--- src/rtl/l2_init_master.sv ---
// AXI4 manager that fills an L2 region with a 64-bit pattern using pipelined INCR bursts.
// Optional read-back verification is enabled by defining L2_INIT_READBACK_EN.

package l2_init_pkg;

  localparam int unsigned AddrWidth = 48;
  localparam int unsigned DataWidth = 64;
  localparam int unsigned StrbWidth = DataWidth / 8;
  localparam int unsigned IdWidth   = 5;
  localparam int unsigned UserWidth = 1;

  typedef struct packed {
    logic [IdWidth-1:0]   id;
    logic [AddrWidth-1:0] addr;
    logic [7:0]           len;
    logic [2:0]           size;
    logic [1:0]           burst;
    logic                 lock;
    logic [3:0]           cache;
    logic [2:0]           prot;
    logic [3:0]           qos;
    logic [3:0]           region;
    logic [5:0]           atop;
    logic [UserWidth-1:0] user;
  } aw_chan_t;

  typedef struct packed {
    logic [DataWidth-1:0] data;
    logic [StrbWidth-1:0] strb;
    logic                 last;
    logic [UserWidth-1:0] user;
  } w_chan_t;

  typedef struct packed {
    logic [IdWidth-1:0]   id;
    logic [1:0]           resp;
    logic [UserWidth-1:0] user;
  } b_chan_t;

  typedef struct packed {
    logic [IdWidth-1:0]   id;
    logic [AddrWidth-1:0] addr;
    logic [7:0]           len;
    logic [2:0]           size;
    logic [1:0]           burst;
    logic                 lock;
    logic [3:0]           cache;
    logic [2:0]           prot;
    logic [3:0]           qos;
    logic [3:0]           region;
    logic [UserWidth-1:0] user;
  } ar_chan_t;

  typedef struct packed {
    logic [IdWidth-1:0]   id;
    logic [DataWidth-1:0] data;
    logic [1:0]           resp;
    logic                 last;
    logic [UserWidth-1:0] user;
  } r_chan_t;

  typedef struct packed {
    aw_chan_t aw;
    logic     aw_valid;
    w_chan_t  w;
    logic     w_valid;
    logic     b_ready;
    ar_chan_t ar;
    logic     ar_valid;
    logic     r_ready;
  } axi_req_t;

  typedef struct packed {
    logic     aw_ready;
    logic     ar_ready;
    logic     w_ready;
    logic     b_valid;
    b_chan_t  b;
    logic     r_valid;
    r_chan_t  r;
  } axi_rsp_t;

endpackage

module l2_init_master #(
  parameter int unsigned AxiAddrWidth = 48,
  parameter int unsigned AxiDataWidth = 64,
  parameter int unsigned AxiIdWidth   = 5,
  parameter int unsigned AxiUserWidth = 1,
  parameter int unsigned BurstLen     = 16,
  parameter int unsigned MaxTrans     = 8,
  parameter type axi_req_t = l2_init_pkg::axi_req_t,
  parameter type axi_rsp_t = l2_init_pkg::axi_rsp_t
) (
  input  logic                    clk_i,
  input  logic                    rst_i,
  input  logic                    start_i,
  input  logic [AxiAddrWidth-1:0] base_addr_i,
  input  logic [AxiAddrWidth-1:0] size_i,
  input  logic [AxiDataWidth-1:0] pattern_i,
  output logic                    busy_o,
  output logic                    done_o,
  output logic                    error_o,
  output axi_req_t                axi_req_o,
  input  axi_rsp_t                axi_rsp_i
);

  localparam int unsigned AxiStrbWidth = AxiDataWidth / 8;
  // Burst size in bytes is assumed to be a power of two, so division and alignment become shifts/masks.
  localparam int unsigned BurstShift = $clog2(BurstLen * AxiStrbWidth);
  localparam logic [AxiAddrWidth-1:0] BurstBytes = AxiAddrWidth'(BurstLen * AxiStrbWidth);
  localparam logic [AxiAddrWidth-1:0] MaxOut     = AxiAddrWidth'(MaxTrans);
  localparam logic [7:0]              AxiLen     = 8'(BurstLen - 1);
  localparam logic [7:0]              LastBeat   = 8'(BurstLen - 1);
  localparam logic [2:0]              AxiSize    = 3'($clog2(AxiStrbWidth));
  localparam logic [1:0]              BurstIncr  = 2'b01;

  typedef enum logic [1:0] {
    IDLE   = 2'd0,
    WRITE  = 2'd1,
`ifdef L2_INIT_READBACK_EN
    READ   = 2'd2,
`endif
    FINISH = 2'd3
  } state_t;

  state_t                  state;
  logic [AxiAddrWidth-1:0] nb_q;
  logic [AxiDataWidth-1:0] pattern_q;
  logic [AxiAddrWidth-1:0] aw_cnt, b_cnt, w_burst, aw_addr;
  logic [7:0]              w_beat;
  logic                    aw_valid, w_valid, w_last;
  logic                    busy, done, error;

  logic [AxiAddrWidth-1:0] base_aligned, nb_in;
  logic                    aw_hs, w_hs, b_hs;
  logic [AxiAddrWidth-1:0] aw_cnt_n, b_cnt_n, w_burst_n;
  logic [7:0]              w_beat_n;

`ifdef L2_INIT_READBACK_EN
  logic [AxiAddrWidth-1:0] base_q, ar_cnt, rb_cnt, ar_addr;
  logic                    ar_valid;
  logic                    ar_hs, r_hs;
  logic [AxiAddrWidth-1:0] ar_cnt_n, rb_cnt_n;
`endif

  always_comb begin
    base_aligned = base_addr_i & ~(BurstBytes - AxiAddrWidth'(1));
    nb_in        = size_i >> BurstShift;
    aw_hs        = aw_valid & axi_rsp_i.aw_ready;
    w_hs         = w_valid & axi_rsp_i.w_ready;
    b_hs         = (state == WRITE) & axi_rsp_i.b_valid;
    aw_cnt_n     = aw_cnt + AxiAddrWidth'(aw_hs);
    b_cnt_n      = b_cnt + AxiAddrWidth'(b_hs);
    w_burst_n    = w_burst + AxiAddrWidth'(w_hs & w_last);
    w_beat_n     = w_beat;
    if (w_hs) begin
      w_beat_n = w_last ? '0 : w_beat + 8'd1;
    end
`ifdef L2_INIT_READBACK_EN
    ar_hs    = ar_valid & axi_rsp_i.ar_ready;
    r_hs     = (state == READ) & axi_rsp_i.r_valid;
    ar_cnt_n = ar_cnt + AxiAddrWidth'(ar_hs);
    rb_cnt_n = rb_cnt + AxiAddrWidth'(r_hs & axi_rsp_i.r.last);
`endif
  end

  always_ff @(posedge clk_i) begin
    if (rst_i) begin
      state     <= IDLE;
      nb_q      <= '0;
      pattern_q <= '0;
      aw_cnt    <= '0;
      b_cnt     <= '0;
      w_burst   <= '0;
      aw_addr   <= '0;
      w_beat    <= '0;
      aw_valid  <= 1'b0;
      w_valid   <= 1'b0;
      w_last    <= 1'b0;
      busy      <= 1'b0;
      done      <= 1'b0;
      error     <= 1'b0;
`ifdef L2_INIT_READBACK_EN
      base_q    <= '0;
      ar_cnt    <= '0;
      rb_cnt    <= '0;
      ar_addr   <= '0;
      ar_valid  <= 1'b0;
`endif
    end else begin
      done <= 1'b0;
      case (state)
        IDLE: begin
          if (start_i) begin
            nb_q      <= nb_in;
            pattern_q <= pattern_i;
            error     <= 1'b0;
            busy      <= 1'b1;
            aw_cnt    <= '0;
            b_cnt     <= '0;
            w_burst   <= '0;
            w_beat    <= '0;
            aw_addr   <= base_aligned;
`ifdef L2_INIT_READBACK_EN
            base_q    <= base_aligned;
`endif
            if (nb_in == '0) begin
              state <= FINISH;
            end else begin
              state    <= WRITE;
              aw_valid <= 1'b1;
            end
          end
        end

        WRITE: begin
          aw_cnt  <= aw_cnt_n;
          b_cnt   <= b_cnt_n;
          w_burst <= w_burst_n;
          w_beat  <= w_beat_n;
          // Next valid/payload are decided only when the current beat is gone, keeping them stable until ready.
          if (!aw_valid || aw_hs) begin
            aw_valid <= (aw_cnt_n < nb_q) && ((aw_cnt_n - b_cnt_n) < MaxOut);
          end
          if (aw_hs) begin
            aw_addr <= aw_addr + BurstBytes;
          end
          if (!w_valid || w_hs) begin
            w_valid <= w_burst_n < aw_cnt_n;
            w_last  <= w_beat_n == LastBeat;
          end
          if (b_hs && (axi_rsp_i.b.resp != 2'b00)) begin
            error <= 1'b1;
          end
          if (b_cnt_n == nb_q) begin
`ifdef L2_INIT_READBACK_EN
            state    <= READ;
            ar_cnt   <= '0;
            rb_cnt   <= '0;
            ar_addr  <= base_q;
            ar_valid <= 1'b1;
`else
            state    <= FINISH;
`endif
          end
        end

`ifdef L2_INIT_READBACK_EN
        READ: begin
          ar_cnt <= ar_cnt_n;
          rb_cnt <= rb_cnt_n;
          if (!ar_valid || ar_hs) begin
            ar_valid <= (ar_cnt_n < nb_q) && ((ar_cnt_n - rb_cnt_n) < MaxOut);
          end
          if (ar_hs) begin
            ar_addr <= ar_addr + BurstBytes;
          end
          if (r_hs && ((axi_rsp_i.r.data != pattern_q) || (axi_rsp_i.r.resp != 2'b00))) begin
            error <= 1'b1;
          end
          if (rb_cnt_n == nb_q) begin
            state <= FINISH;
          end
        end
`endif

        FINISH: begin
          done  <= 1'b1;
          busy  <= 1'b0;
          state <= IDLE;
        end

        default: state <= IDLE;
      endcase
    end
  end

  always_comb begin
    axi_req_o            = '0;
    axi_req_o.aw.id      = {AxiIdWidth{1'b0}};
    axi_req_o.aw.addr    = aw_addr;
    axi_req_o.aw.len     = AxiLen;
    axi_req_o.aw.size    = AxiSize;
    axi_req_o.aw.burst   = BurstIncr;
    axi_req_o.aw.user    = {AxiUserWidth{1'b0}};
    axi_req_o.aw_valid   = aw_valid;
    axi_req_o.w.data     = pattern_q;
    axi_req_o.w.strb     = {AxiStrbWidth{1'b1}};
    axi_req_o.w.last     = w_last;
    axi_req_o.w.user     = {AxiUserWidth{1'b0}};
    axi_req_o.w_valid    = w_valid;
    axi_req_o.b_ready    = (state == WRITE);
`ifdef L2_INIT_READBACK_EN
    axi_req_o.ar.id      = {AxiIdWidth{1'b0}};
    axi_req_o.ar.addr    = ar_addr;
    axi_req_o.ar.len     = AxiLen;
    axi_req_o.ar.size    = AxiSize;
    axi_req_o.ar.burst   = BurstIncr;
    axi_req_o.ar.user    = {AxiUserWidth{1'b0}};
    axi_req_o.ar_valid   = ar_valid;
    axi_req_o.r_ready    = (state == READ);
`endif
  end

  assign busy_o  = busy;
  assign done_o  = done;
  assign error_o = error;

  // IDs, user bits and (without read-back) the whole read side of the response are ignored.
  logic unused_rsp;
  assign unused_rsp = ^axi_rsp_i;

endmodule
--- config.mk ---
export PLATFORM = sky130hd
export DESIGN_NAME = l2_init_master
export DESIGN_NICKNAME = d
export VERILOG_FILES = /design/src/rtl/l2_init_master.sv
export SDC_FILE = /design/constraint.sdc
export NUM_CORES = 1
export LEC_CHECK = 0
export BUFFER_PORTS_ARGS = -buffer_cell sky130_fd_sc_hd__buf_2
export CAP_MARGIN = 10
export CORE_UTILIZATION = 34
export CTS_CLUSTER_DIAMETER = 80
export DETAILED_ROUTE_END_ITERATION = 10
export HOLD_SLACK_MARGIN = 0.03
export PLACE_DENSITY = 0.62
export SLEW_MARGIN = 20
export SYNTH_ARGS = -nofsm -noshare
export SYNTH_HDL_FRONTEND = slang
export SYNTH_SLANG_ARGS = --single-unit
--- constraint.sdc ---
create_clock -name clk_i -period 6.8 [get_ports clk_i]
set_input_delay 0 -clock clk_i [delete_from_list [all_inputs] [get_ports clk_i]]
set_output_delay 0 -clock clk_i [all_outputs]
set_load 0.02 [all_outputs]
==> out/results.ini, run 1 <==
[setup_path]
ff2ff_setup_slack_ns=0.62
slowest_stage=or4_1
worstReg2RegStart=aw_valid$_SDFFE_PP0P_
crit_chain=nand2_1, inv_1, ha_1, ha_1, nand3_1, nor3_2, nand2_1, or4_1, xor2_1, inv_1, ha_1, a21o_1, a21oi_1, o221ai_1, a2111oi_1, and3_1, o2111ai_1, nor4_1, nand4_1, nor4_1, nor4b_2, nand4_1, o21ai_1
setup.worst_path.end=aw_valid$_SDFFE_PP0P_
r2r-end=aw_valid$_SDFFE_PP0P_
worst_path_most_repeated_cell=ha_1
endpoint_kind=register
max_stage_delay_ns=0.56
critPathLaunch=aw_valid$_SDFFE_PP0P_
worstRegToRegCells=23
worstPathRequired_ns=7.31
critPathArrivalTime_ns=6.69
crit_type=register to register
critPathLaunchType=register
cp_max_fo=10

[floorplanning]
die_h_um=258.4
dieArea_um2=66750
std_cell_rows=93
coreArea_um2=64700
die_w_um=258.4
ios=503
start_util=0.3454

[layout]
drive_gt1_frac=0.1215
regArea_um2=6126
multi_input_area_um2=14610
fillCellCount=6618
area_delta_synth_final_pct=21.60
finalNonFillerCells=4304
final_common_cell=nand2_1
fin_nets=3801
layout_common_cells=nand2_1 (392), nor2_1 (331), a21oi_1 (315), dfxtp_1 (306), buf_2 (264)

[global_routing]
antenna_found_initial=1
overflow=0
grt_max_degree=228
grt_pass1_wl_um=109300
track_usage=0.2001
grt_pass1_vias=20850

[clock_tree]
clk_latency_ns=0.59
cts_tree=yes
clkSlewWorstSetupHoldPaths_ns=0.06
cts_buffer_depth=3
postCtsSetupBuffers=0
numCtsBuffers=39
clock_sinks=306
htreeDepth=2
cts_root_buf=clkbuf_16

[detailed_routing]
routed_wirelength_um=69560
dr.pass1.iters=6
viasPerCell=5.203
wl_per_cell_um=16.16
vias=22390
drc=0
ant_nets=0
first_iter_violations=1639

[pwr]
ir_drop_mv=0.1725
power_density_nw_per_um2=179.3
p_leak_nw=11.70

[worst_hold_path]
hp-start=start_i
hp-class=input pin to register

[sta]
finalHoldViolCount=0
fmax_mhz=161.9
rsz0062_at_grt=false
min_period_over_period=0.9083
fin_worst_skew_ns=0.03318
finalSetupViolCount=0
min_period_ns=6.176
drv_slew=0
fin_tns_setup_ns=0
max_slew_margin=0.1926
tightest_slew_ns=1.202

[place]
portBuffers=265
place_congestion=0.9757
place_inst=4036
post-dp-hpwl_um=48100

[synthesis]
yosys_warnings=0
syn_area_um2=22350
ys_seq_elements=306
netlist_instances=3058
ys_seq_area_frac=0.2741
ys.flop_type=dfxtp_1
synth_edf_count=0
synth_cell_types=90
synthArstFlopShare=0
syn_area_per_cell_um2=7.307

[outcome]
outcome=completed

[job]
cap_viol_max_count=0

-- per-layer routing --
layer,GRT usage,part of all wire
met5,0,0
met4,0.07002,0.033
met3,0.02983,0.055
met2,0.3375,0.47
met1,0.2584,0.44
-- Yosys cell counts, types with 12 or more instances --
| cell | number | share of area |
|---|---|---|
| a211oi_1 | 21 | 0.0071 |
| a21o_1 | 51 | 0.017 |
| a21oi_1 | 316 | 0.071 |
| a22oi_1 | 77 | 0.026 |
| a31oi_1 | 17 | 0.0048 |
| and2_1 | 16 | 0.0045 |
| and3_1 | 53 | 0.015 |
| and4_1 | 17 | 0.0067 |
| buf_2 | 12 | 0.0027 |
| buf_4 | 145 | 0.049 |
| clkbuf_1 | 144 | 0.024 |
| dfxtp_1 | 306 | 0.27 |
| ha_1 | 134 | 0.075 |
| inv_1 | 118 | 0.020 |
| nand2_1 | 393 | 0.066 |
| nand2b_1 | 17 | 0.0048 |
| nand3_1 | 97 | 0.022 |
| nand4_1 | 69 | 0.019 |
| nor2_1 | 333 | 0.056 |
| nor2b_1 | 19 | 0.0053 |
| nor3_1 | 80 | 0.018 |
| nor4_1 | 53 | 0.015 |
| o21ai_0 | 141 | 0.032 |
| or2_2 | 14 | 0.0039 |
| or3_1 | 25 | 0.0070 |
| xnor2_1 | 128 | 0.050 |
| xor2_1 | 73 | 0.029 |
-- per-stage QoR --
| step | hold WS [ns] | util | setup WS (ns) | power, W | area [um2] |
|---|---|---|---|---|---|
| floorplan | 0.1360 | - | 1.124 | 0.002449 | 22870 |
| finish | 0.06308 | 0.4200 | 0.6239 | 0.004873 | 27170 |
| detailed placement | 0.2467 | 0.3683 | 0.4871 | 0.002602 | 23830 |
| global placement | 0.2407 | 0.3683 | 0.7564 | 0.002600 | 23830 |
| global route | 0.1081 | 0.4200 | 0.04237 | 0.005075 | 27170 |
| CTS | 0.06329 | 0.4197 | 0.3911 | 0.004918 | 27160 |
-- layout make-up --
type / instances / area share
Multi-Input combinational cell: 2461 / 0.5378
Sequential cell: 306 / 0.2254
Timing Repair Buffer: 490 / 0.1303
Clock buffer: 54 / 0.04167
Tap cell: 855 / 0.03937
Inverter: 120 / 0.01667
Clock inverter: 17 / 0.008657
Antenna cell: 1 / 0.00009209
-- worst max-delay path, delay by kind of cell (launching register included) --
family,cells,cell delay (ns)
buffers and inverters,2,0.23
and+or+nand+nor,11,3.10
xor gates and xnor gates,1,0.33
AOI/OAI and AO/OA,6,1.07
DFF,1,0.49
adders and majority gates,3,0.88
-- flip-flops by register name, summed over array words and instances (netlist names) --
name       flops
error_o        1
w_last         1
w_beat         8
aw_valid       1
pattern_q     64
nb_q          41
busy_o         1
state          2
b_cnt         48
done_o         1
w_burst       48
aw_addr       41
w_valid        1
aw_cnt        48
-- where the power goes --
part	leakage [nW]	switching, W	internal [W]
Sequential	2.49	0.0000526	0.00185
Combinational	8.56	0.000484	0.000284
Clock	0.657	0.000901	0.00130
Total	11.7	0.00144	0.00343
-- timing repair --
item / in CTS / in global routing
hold buffers: 196 / 0
gates resized for setup: 0 / 4
endpoints found under the hold margin: 190 / 0
setup endpoints to repair: 0 / 1
-- cell families (layout without fill, tap and decap cells) --
logic type | count (synthesis) | after routing | synth area share
buf+inv | 431 | 681 | 0.09777
compound gates | 743 | 743 | 0.2035
other cells | 2 | 143 | 0.0003361
flops | 306 | 306 | 0.2741
simple gates | 1222 | 1222 | 0.2599
xor+xnor | 208 | 208 | 0.08388
fa+ha+maj | 141 | 141 | 0.07817
mux | 5 | 5 | 0.002352
-- worst min path at each step --
stage / to / slack [ns] / cells past startpoint
floorplan: nb_q[10]$_SDFFE_PP0P_ / 0.14 / 2
global placement: pattern_q[9]$_SDFFE_PP0P_ / 0.24 / 3
detailed placement: pattern_q[15]$_SDFFE_PP0P_ / 0.25 / 3
CTS: busy_o$_SDFFE_PP0P_ / 0.06 / 3
global route: busy_o$_SDFFE_PP0P_ / 0.11 / 3
finish: busy_o$_SDFFE_PP0P_ / 0.06 / 3
No activity file was read; power rests on OpenSTA's default activity.
==> inputs of run 2 (changes only) <==
Settings changed: ABC_CLOCK_PERIOD_IN_PS set to 6800, RECOVER_POWER set to 25, SLEW_MARGIN 20 to 40.
==> run 2 against run 1 <==
  * The flow now finishes with violations (capacitance limit, slew limit)
  * Non-clock buffer count is 3 higher
  * Critical path depth did not move
  * Sequential share of layout area grew 0.059 points
  * Fmax decreased by 1.7%
  * Register-to-register slack lost 0.11 ns
  * Critical path type unchanged
==> out/results.ini, run 2 (synthesis gave the netlist of run 1 again) <==
[sta]
max_slew_margin=-1.955  ; -2.147
finalSetupViolCount=0  ; unchanged
drv_slew=89  ; +89
rsz0062_at_grt=false
fin_tns_setup_ns=0  ; unchanged
tightest_slew_ns=4.432  ; +3.230 ns
fmax_mhz=159.1  ; -1.7%
finalHoldViolCount=0  ; unchanged
min_period_over_period=0.9240  ; +0.01579
min_period_ns=6.283  ; +0.1073 ns
fin_worst_skew_ns=0.02846  ; -0.004713 ns
fin_ws_ns=0.5165  ; -0.1073 ns
fin_hold_ws_ns=0.08048  ; +0.01740 ns

[global_routing]
antenna_found_initial=1  ; unchanged
grtUsageMet3=0.03687  ; +0.007042
grt_use_met1=0.2549  ; -0.003452
grt_max_degree=116  ; -49%
grt_pass1_wl_um=110000  ; +0.58%
grt_util_met2=0.3389  ; +0.001415
grt-busiest-layer=met2
track_usage=0.2021  ; +0.002028
overflow=0  ; unchanged
grt_pass1_vias=20930  ; +0.39%

[layout]
fin_nets=3803  ; +0.053%
fillCellCount=6682  ; +0.97%
drive_gt1_frac=0.09223  ; -0.02929
final_common_cell=nand2_1
area_delta_synth_final_pct=21.28
top_register=pattern_q
largest_reg_flops=64  ; unchanged
layout_common_cells=nand2_1 (392), nor2_1 (331), a21oi_1 (315), dfxtp_1 (306), dlygate4sd3_1 (197)
finalNonFillerCells=4304  ; unchanged

[setup_path]
worst_path_most_repeated_cell=ha_1
critPathArrivalTime_ns=6.78  ; +0.09 ns
worstPathRequired_ns=7.30  ; about the same
cp_max_fo=10  ; unchanged
crit_chain=nand2_1, inv_1, ha_1, ha_1, nand3_1, nor3_2, nand2_1, or4_1, xor2_1, inv_1, ha_1, nand3_1, a21oi_1, o221ai_1, a2111oi_1, and3_1, o2111ai_1, nor4_1, nand4_1, nor4_1, nor4b_2, nand4_1, o21ai_1
worstRegToRegCells=23  ; unchanged
slowest_stage=or4_1
max_stage_delay_ns=0.56  ; about the same
crit_type=register to register
r2r-end=aw_valid$_SDFFE_PP0P_
path_buf_inv=2  ; unchanged
critPathLaunchType=register
worstReg2RegStart=aw_valid$_SDFFE_PP0P_
path_delay_family=simple AND/OR/NAND/NOR gates
endpoint_kind=register
ff2ff_setup_slack_ns=0.52  ; -0.11 ns

[worst_hold_path]
hold_depth=3  ; unchanged
hp-start=start_i
hp-class=input pin to register
hold_end=busy_o$_SDFFE_PP0P_

[clock_tree]
cts_buffer_depth=3  ; unchanged
postCtsSetupBuffers=0  ; unchanged
numCtsBuffers=38  ; -2.6%
cts_tree=yes
clock_sinks=306  ; unchanged
clkSlewWorstSetupHoldPaths_ns=0.06  ; about the same
htreeDepth=2  ; unchanged
cts_root_buf=clkbuf_16
clk_latency_ns=0.57  ; -0.02 ns

[pwr]
power_density_nw_per_um2=180.5  ; +0.64%
p_leak_nw=11.32  ; -3.3%
ir_drop_mv=0.1587  ; -8.0%
total_power_w=0.004891  ; +0.38%

[detailed_routing]
first_iter_violations=1583  ; -3.4%
ant_nets=0  ; unchanged
drc=0  ; unchanged
wl_per_cell_um=16.19  ; +0.17%
routed_wirelength_um=69680  ; +0.17%
viasPerCell=5.209  ; +0.11%
dr.pass1.iters=5  ; -1
vias=22420  ; +0.11%

[floorplanning]
dieArea_um2=66750  ; unchanged
start_util=0.3454  ; unchanged
coreArea_um2=64700  ; unchanged
ios=503  ; unchanged
die_w_um=258.4  ; unchanged
std_cell_rows=93  ; unchanged
die_h_um=258.4  ; unchanged

[job]
cap_viol_max_count=1  ; +1

[outcome]
outcome=complete, but fails checks
violations=capacitance limit, slew limit

[place]
place_congestion=0.9757  ; unchanged
place_inst=4038  ; +0.050%
preCtsSetupSlack_ns=0.4039  ; -0.08320 ns
post-dp-hpwl_um=48550  ; +0.94%
portBuffers=265  ; unchanged

[run 2: worst max-delay path by stage]
stage	to	cells after the start	startpoint	slack (ns)
6_report	aw_valid$_SDFFE_PP0P_	23	aw_valid$_SDFFE_PP0P_	0.52
5_1_grt	aw_valid$_SDFFE_PP0P_	23	aw_valid$_SDFFE_PP0P_	0.03
4_1_cts	aw_valid$_SDFFE_PP0P_	23	aw_valid$_SDFFE_PP0P_	0.35
3_5_place_dp	aw_valid$_SDFFE_PP0P_	23	aw_valid$_SDFFE_PP0P_	0.40
3_3_place_gp	aw_valid$_SDFFE_PP0P_	25	aw_valid$_SDFFE_PP0P_	0.76
2_1_floorplan	aw_valid$_SDFFE_PP0P_	29	state[0]$_SDFFE_PP0P_	1.12
[run 2: area by class of cell]
type,instances,area (um2),area share
antenna,1,2.502,0.00009234
clock inverter,18,281.5,0.01039
clock buffer,50,1067,0.03938
inverter,120,452.9,0.01671
timing repair buffer,493,3465,0.1278
tap,855,1070,0.03947
multi-input combinational,2461,14640,0.5401
sequential,306,6126,0.2260
[run 2: per-stage QoR]
| stage | util | cell area (um2) |
|---|---|---|
| 6_report | 0.4189 | 27100 |
| 5_1_grt | 0.4189 | 27100 |
| 4_1_cts | 0.4206 | 27210 |
| 3_5_place_dp | 0.3693 | 23890 |
| 3_3_place_gp | 0.3683 | 23830 |
| 2_1_floorplan | - | 22870 |
[run 2: repair_timing]
action                                  4_1_cts  5_1_grt
endpoints found under the setup margin        0        1
resized for setup                             0        5
hold buffers                                197        0
endpoints found under the hold margin       190        0
[run 2: power breakdown]
group	switching, W	internal, W
Combinational	0.000486	0.000277
Clock	0.000876	0.00135
Sequential	0.0000533	0.00185
[run 2: layer usage]
metal  share of wire  vias to the layer above
met4           0.035                        2
met3           0.057                      143
li1                -                    11200
met2            0.47                      611
met5         0.00014                        -
met1            0.44                    10470
[run 2: worst register-to-register path, stage by stage (launching register included)]
cell	delay [ns]
dfxtp_1	0.49
nand2_1	0.18
inv_1	0.10
ha_1	0.23
ha_1	0.21
nand3_1	0.30
nor3_2	0.46
nand2_1	0.19
or4_1	0.56
xor2_1	0.36
inv_1	0.14
ha_1	0.49
nand3_1	0.15
a21oi_1	0.18
o221ai_1	0.14
a2111oi_1	0.35
and3_1	0.22
o2111ai_1	0.10
nor4_1	0.29
nand4_1	0.12
nor4_1	0.39
nor4b_2	0.28
nand4_1	0.13
o21ai_1	0.14
